===== src/rtl/glitch_cmd_parser.sv =====
// glitch_cmd_parser: host command decoder with length-prefixed passthrough FIFO; GLITCHER_CMD_ACK_EN adds ack_data/ack_valid
module glitch_cmd_parser #(
  parameter int         PASS_DEPTH  = 16,
  parameter int         TIMEOUT_CYC = 120000,
  parameter logic [7:0] WIDTH_RST   = 8'd1
) (
  input  logic        clk,
  input  logic        rst,
  input  logic [7:0]  rx_data,
  input  logic        rx_valid,
  output logic [7:0]  pass_data,
  output logic        pass_valid,
  input  logic        pass_rdy,
  output logic [7:0]  cfg_width,
  output logic [7:0]  cfg_pulses,
  output logic [31:0] cfg_delay,
  output logic        sys_rst_req,
  output logic        board_rst_req,
  output logic        glitch_arm,
  output logic        err
`ifdef GLITCHER_CMD_ACK_EN
  ,
  output logic [7:0]  ack_data,
  output logic        ack_valid
`endif
);
  localparam int AW = $clog2(PASS_DEPTH);
  localparam int TW = $clog2(TIMEOUT_CYC + 1);
  typedef enum logic [1:0] {IDLE, CMD, ARG, PASS} state_t;
  state_t          state;
  logic [2:0]      tgt;
  logic [7:0]      cnt;
  logic [TW-1:0]   tmo;
  logic [7:0]      mem [PASS_DEPTH];
  logic [AW-1:0]   wp, rp;
  logic [AW:0]     occ;
  logic            tmo_hit, full, pop, push_req, push, ovf, in_cmd, strobe_cmd, arg_cmd, bad_cmd;
  assign tmo_hit    = state != IDLE && !rx_valid && tmo == TW'(TIMEOUT_CYC - 1);
  assign full       = occ == (AW+1)'(PASS_DEPTH);
  assign pass_valid = occ != '0;
  assign pass_data  = mem[rp];
  assign pop        = pass_valid && pass_rdy;
  assign push_req   = state == PASS && rx_valid;
  assign push       = push_req && (!full || pop);
  assign ovf        = push_req && full && !pop;
  assign in_cmd     = state == CMD && rx_valid;
  assign strobe_cmd = in_cmd && rx_data inside {8'hFF, 8'hFE, 8'hFC};
  assign arg_cmd    = in_cmd && rx_data inside {8'h10, 8'h11, [8'h20:8'h23]};
  assign bad_cmd    = in_cmd && !strobe_cmd && !arg_cmd;
  // frame FSM, idle timeout, config registers and registered strobes
  always_ff @(posedge clk) begin
    if (rst) begin
      state         <= IDLE;
      tgt           <= '0;
      cnt           <= '0;
      tmo           <= '0;
      cfg_width     <= WIDTH_RST;
      cfg_pulses    <= '0;
      cfg_delay     <= '0;
      sys_rst_req   <= 1'b0;
      board_rst_req <= 1'b0;
      glitch_arm    <= 1'b0;
      err           <= 1'b0;
    end else begin
      sys_rst_req   <= in_cmd && rx_data == 8'hFF;
      board_rst_req <= in_cmd && rx_data == 8'hFE;
      glitch_arm    <= in_cmd && rx_data == 8'hFC;
      err           <= bad_cmd || tmo_hit || ovf;
      tmo           <= (rx_valid || state == IDLE || tmo_hit) ? '0 : tmo + 1'b1;
      if (tmo_hit)
        state <= IDLE;
      else if (rx_valid)
        case (state)
          IDLE: begin
            state <= rx_data == 8'h00 ? CMD : PASS;
            cnt   <= rx_data;
          end
          CMD: begin
            state <= arg_cmd ? ARG : IDLE;
            tgt   <= rx_data[5] ? {1'b1, rx_data[1:0]} : {2'b00, rx_data[0]};
          end
          ARG: begin
            state <= IDLE;
            if (tgt == 3'd0) cfg_width <= rx_data;
            else if (tgt == 3'd1) cfg_pulses <= rx_data;
            else cfg_delay[{tgt[1:0], 3'b000} +: 8] <= rx_data;
          end
          PASS: begin
            cnt   <= cnt - 1'b1;
            state <= cnt == 8'd1 ? IDLE : PASS;
          end
          default: state <= IDLE;
        endcase
    end
  end
  // passthrough FIFO pointers and occupancy; a full FIFO still accepts a byte when it pops that cycle
  always_ff @(posedge clk) begin
    if (rst) begin
      wp  <= '0;
      rp  <= '0;
      occ <= '0;
    end else begin
      wp  <= push ? wp + 1'b1 : wp;
      rp  <= pop ? rp + 1'b1 : rp;
      occ <= occ + {{AW{1'b0}}, push} - {{AW{1'b0}}, pop};
    end
  end
  // FIFO storage, no reset needed since pointers define validity
  always_ff @(posedge clk) begin
    if (push) mem[wp] <= rx_data;
  end
`ifdef GLITCHER_CMD_ACK_EN
  logic done;
  assign done = strobe_cmd || (state == ARG && rx_valid);
  // ack byte: 0xA5 for a completed command or write, 0x5A for unknown command or timeout
  always_ff @(posedge clk) begin
    if (rst) begin
      ack_valid <= 1'b0;
      ack_data  <= '0;
    end else begin
      ack_valid <= done || bad_cmd || tmo_hit;
      ack_data  <= done ? 8'hA5 : 8'h5A;
    end
  end
`endif
endmodule


===== config.mk =====
export PLATFORM = sky130hd
export DESIGN_NAME = glitch_cmd_parser
export DESIGN_NICKNAME = d
export VERILOG_FILES = /design/src/rtl/glitch_cmd_parser.sv
export SDC_FILE = /design/constraint.sdc
export NUM_CORES = 1
export LEC_CHECK = 0
export BUFFER_PORTS_ARGS = -buffer_cell sky130_fd_sc_hd__buf_2
export CORE_AREA = 5 5 167 169
export DETAILED_ROUTE_END_ITERATION = 16
export DIE_AREA = 0 0 172 174
export PLACE_DENSITY = 0.58
export SYNTH_ARGS = -nofsm -noshare
export SYNTH_HDL_FRONTEND = slang
export SYNTH_SLANG_ARGS = --single-unit

===== constraint.sdc =====
create_clock -name clk -period 8.8 [get_ports clk]
set_clock_uncertainty 0.2 [all_clocks]
set_input_delay 0.88 -clock clk [delete_from_list [all_inputs] [get_ports clk]]
set_output_delay 0.88 -clock clk [all_outputs]
set_load 0.05 [all_outputs]

==> run_results.csv <==
group,metric,value,unit
yosys,synth_commonest_cells,"edfxtp_1, dfxtp_1, nand2_1, a21oi_1, nand3_1",
grt,antenna_found_initial,1,
yosys,netlist_instances,756,
sta,fin_crit_sh,41.2,%
setup_path,reg2reg_from,"state[1]",
yosys,ys_seq_area_share,61.2,%
power_and_ir_drop,p_per_area,241,nW/µm²
setup_path,crit_path_start_kind,"flop",
routing,viasPerCell,5.04,
yosys,syn_nets,793,
clock_tree,cts.sink_count,227,
hold_path,hp-class,"flop to flop",
sta,hold_violations,0,
grt,grt_max_degree,81,
yosys,synthesis.area,9520,µm²
placement,post-dp-hpwl,13.2,mm
final_layout,final_core_util,41.5,%
routing,route.vias.total,5895,
routing,postRouteAntennaNets,0,
placement,io_buffers,72,
setup_path,crit_path_end_kind,"output port",
grt,grt_util_all_layers,14.0,%
routing,dr.pass1.iters,4,
yosys,yosysWarningCount,0,
floorplan,num_io_pins,73,
yosys,synth.most_common_cell,"edfxtp_1",
final_layout,antenna-diode-count,0,
clock_tree,cts_tree,"yes",
sta,fin_ws,5.17,ns
grt,gr-total-overflow,0,
sta,slew_headroom,24.4,%
clock_tree,root_buffer,"clkbuf_16",
yosys,synth_top_area_share,40.4,%
floorplan,core,26400,µm²
yosys,syn_area_per_cell,12.6,µm²
yosys,synth_ff_type,"edfxtp_1",
yosys,synthTopCellsByArea,"edfxtp_1, dfxtp_1, mux4_2",
floorplan,die_w,172,µm
flow_run,cap_violations,0,
setup_path,cp-endpoint,"pass_data[4]",
grt,grt_pass1_wl,33.4,mm
clock_tree,numCtsBuffers,25,
power_and_ir_drop,leakage,3.73,nW
power_and_ir_drop,power,2.64,mW
sta,rsz0062_at_grt,"false",
sta,holdWs,0.246,ns
sta,setup_tns,0,ns
final_layout,drive_above_1_share,20.4,%
sta,fmax,276,MHz
grt,grt_pass1_vias,6046,
yosys,synthArstFlopShare,0,%
clock_tree,cts.path.max_buffers,3,
routing,drt_iter0_drc,348,
sta,setup_violations,0,
placement,pre_cts_ws,5.22,ns
setup_path,ff2ff_setup_slack,5.39,ns
yosys,ys_ff_latch,227,
floorplan,rows,60,
routing,drc,0,
final_layout,synthToLayoutAreaGrowth,15.2,%
clock_tree,htreeDepth,1,
floorplan,die_area,29900,µm²
clock_tree,post_cts_buffers,0,
sta,drv_slew,0,
sta,worst_slew_pin_slew,1.13,ns
clock_tree,clk_pin_slew_worst_paths,0.06,ns
setup_path,cp_max_fo,32,
clock_tree,clkLatencyLatePin,0.53,ns
yosys,ys_types,63,
clock_tree,cts.repair.resized,0,
setup_path,cp.arrival,2.55,ns
placement,gp_congestion,0.755,
routing,totalWireLength,21.2,mm
floorplan,die_h,174,µm
run_status,run_status,"finished, final reports clean",
setup_path,critPathKind,"flop to output port",
final_layout,nets,850,
yosys,synth_edf_count,128,
floorplan,initial_core_util,36.0,%
clock_tree,cts.hold.buffers_added,0,
sta,fin_crit,3.63,ns
power_and_ir_drop,ir_worst_vdd,0.125,mV
hold_path,hold_path_depth,2,
setup_path,reg2regPathDepth,13,
routing,routedWlPerCell,18.2,µm
yosys,synth_top_area_cell,"edfxtp_1",
setup_path,r2r-end,"occ[4]",
setup_path,worst-endpoint-required,7.72,ns
placed cells by master (no fill, tap or decap), types with 5 or more instances in the layout:
master,netlist,final
clkbuf_1,32,5
o21ai_0,5,5
nor2b_1,14,14
ha_1,24,24
inv_1,24,24
buf_2,8,72
nand4_1,12,12
nand3_1,47,47
xnor2_1,13,13
mux2i_1,8,8
mux4_2,32,32
nor2_4,8,8
edfxtp_1,128,128
nor3b_1,8,8
nor2_1,43,43
nand2_1,76,76
clkbuf_16,0,25
and4_1,5,5
a22oi_1,16,16
and2_1,10,10
xor2_1,9,9
nor3_1,9,9
buf_4,1,5
a21oi_1,58,58
dfxtp_1,99,98
nor4_1,12,9
routing by layer:
layer / wire length [µm] / up-vias / global-route usage (%)
met5: 7 / - / 0
met4: 408 / 2 / 3.18
met3: 888 / 34 / 2.57
met2: 10400 / 97 / 23.5
met1: 9540 / 2878 / 19.0
li1: - / 2884 / -
registers in the layout, indices dropped and copies added, names as in the netlist, named ones only:
name           flops
cfg_delay         32
cfg_width          8
wp                 4
mem              128
err                1
cnt                8
board_rst_req      1
sys_rst_req        1
rp                 4
state              2
occ                5
tgt                3
tmo               17
cfg_pulses         8
glitch_arm         1
power by group:
group	switching [mW]	internal [mW]	leakage, nW
sequential	0.0208	1.14	1.95
clock	0.411	0.626	0.399
combinational	0.266	0.174	1.37
total	0.698	1.94	3.73
metrics by stage:
step           instance area, µm²  std cells
3_5_place_dp                10200       1127
4_1_cts                     11000       1169
6_report                    11000       1169
2_1_floorplan                9520        756
5_1_grt                     11000       1169
3_3_place_gp                10200       1127
worst min-delay path by stage:
stage | end | slack, ns | from
global placement | cfg_delay[15] | 0.24 | cfg_delay[15]
floorplan | cnt[1] | 0.25 | cnt[1]
global route | cfg_delay[9] | 0.26 | cfg_delay[9]
finish | cfg_delay[22] | 0.25 | cfg_delay[22]
CTS | cfg_delay[22] | 0.25 | cfg_delay[22]
detailed placement | cfg_delay[22] | 0.24 | cfg_delay[22]
worst max-delay path, stage by stage (launching register included):
cell     delay, ns
dfxtp_2       0.31
buf_4         0.52
mux4_2        0.58
a22oi_1       0.28
nand2_1       0.07
buf_2         0.22
kinds of logic after synthesis:
logic type                 after synthesis  share of synthesized area (%)
buffers and inverters                   72                           3.25
xor gates and xnor gates                22                           2.02
and+or+nand+nor                        270                           15.4
muxes                                   41                           8.53
DFF                                    227                           61.2
AOI/OAI and AO/OA                       99                           6.22
adders and majority gates               25                           3.37
area by class of cell:
cell class	instances	area [µm²]
fill	2515	15500
sequential	227	5830
multi-input combinational	457	3410
clock buffer	32	672
tap	341	427
timing repair buffer	77	398
clock inverter	10	138
inverter	25	93.8
(Power assumes the default switching activity.)
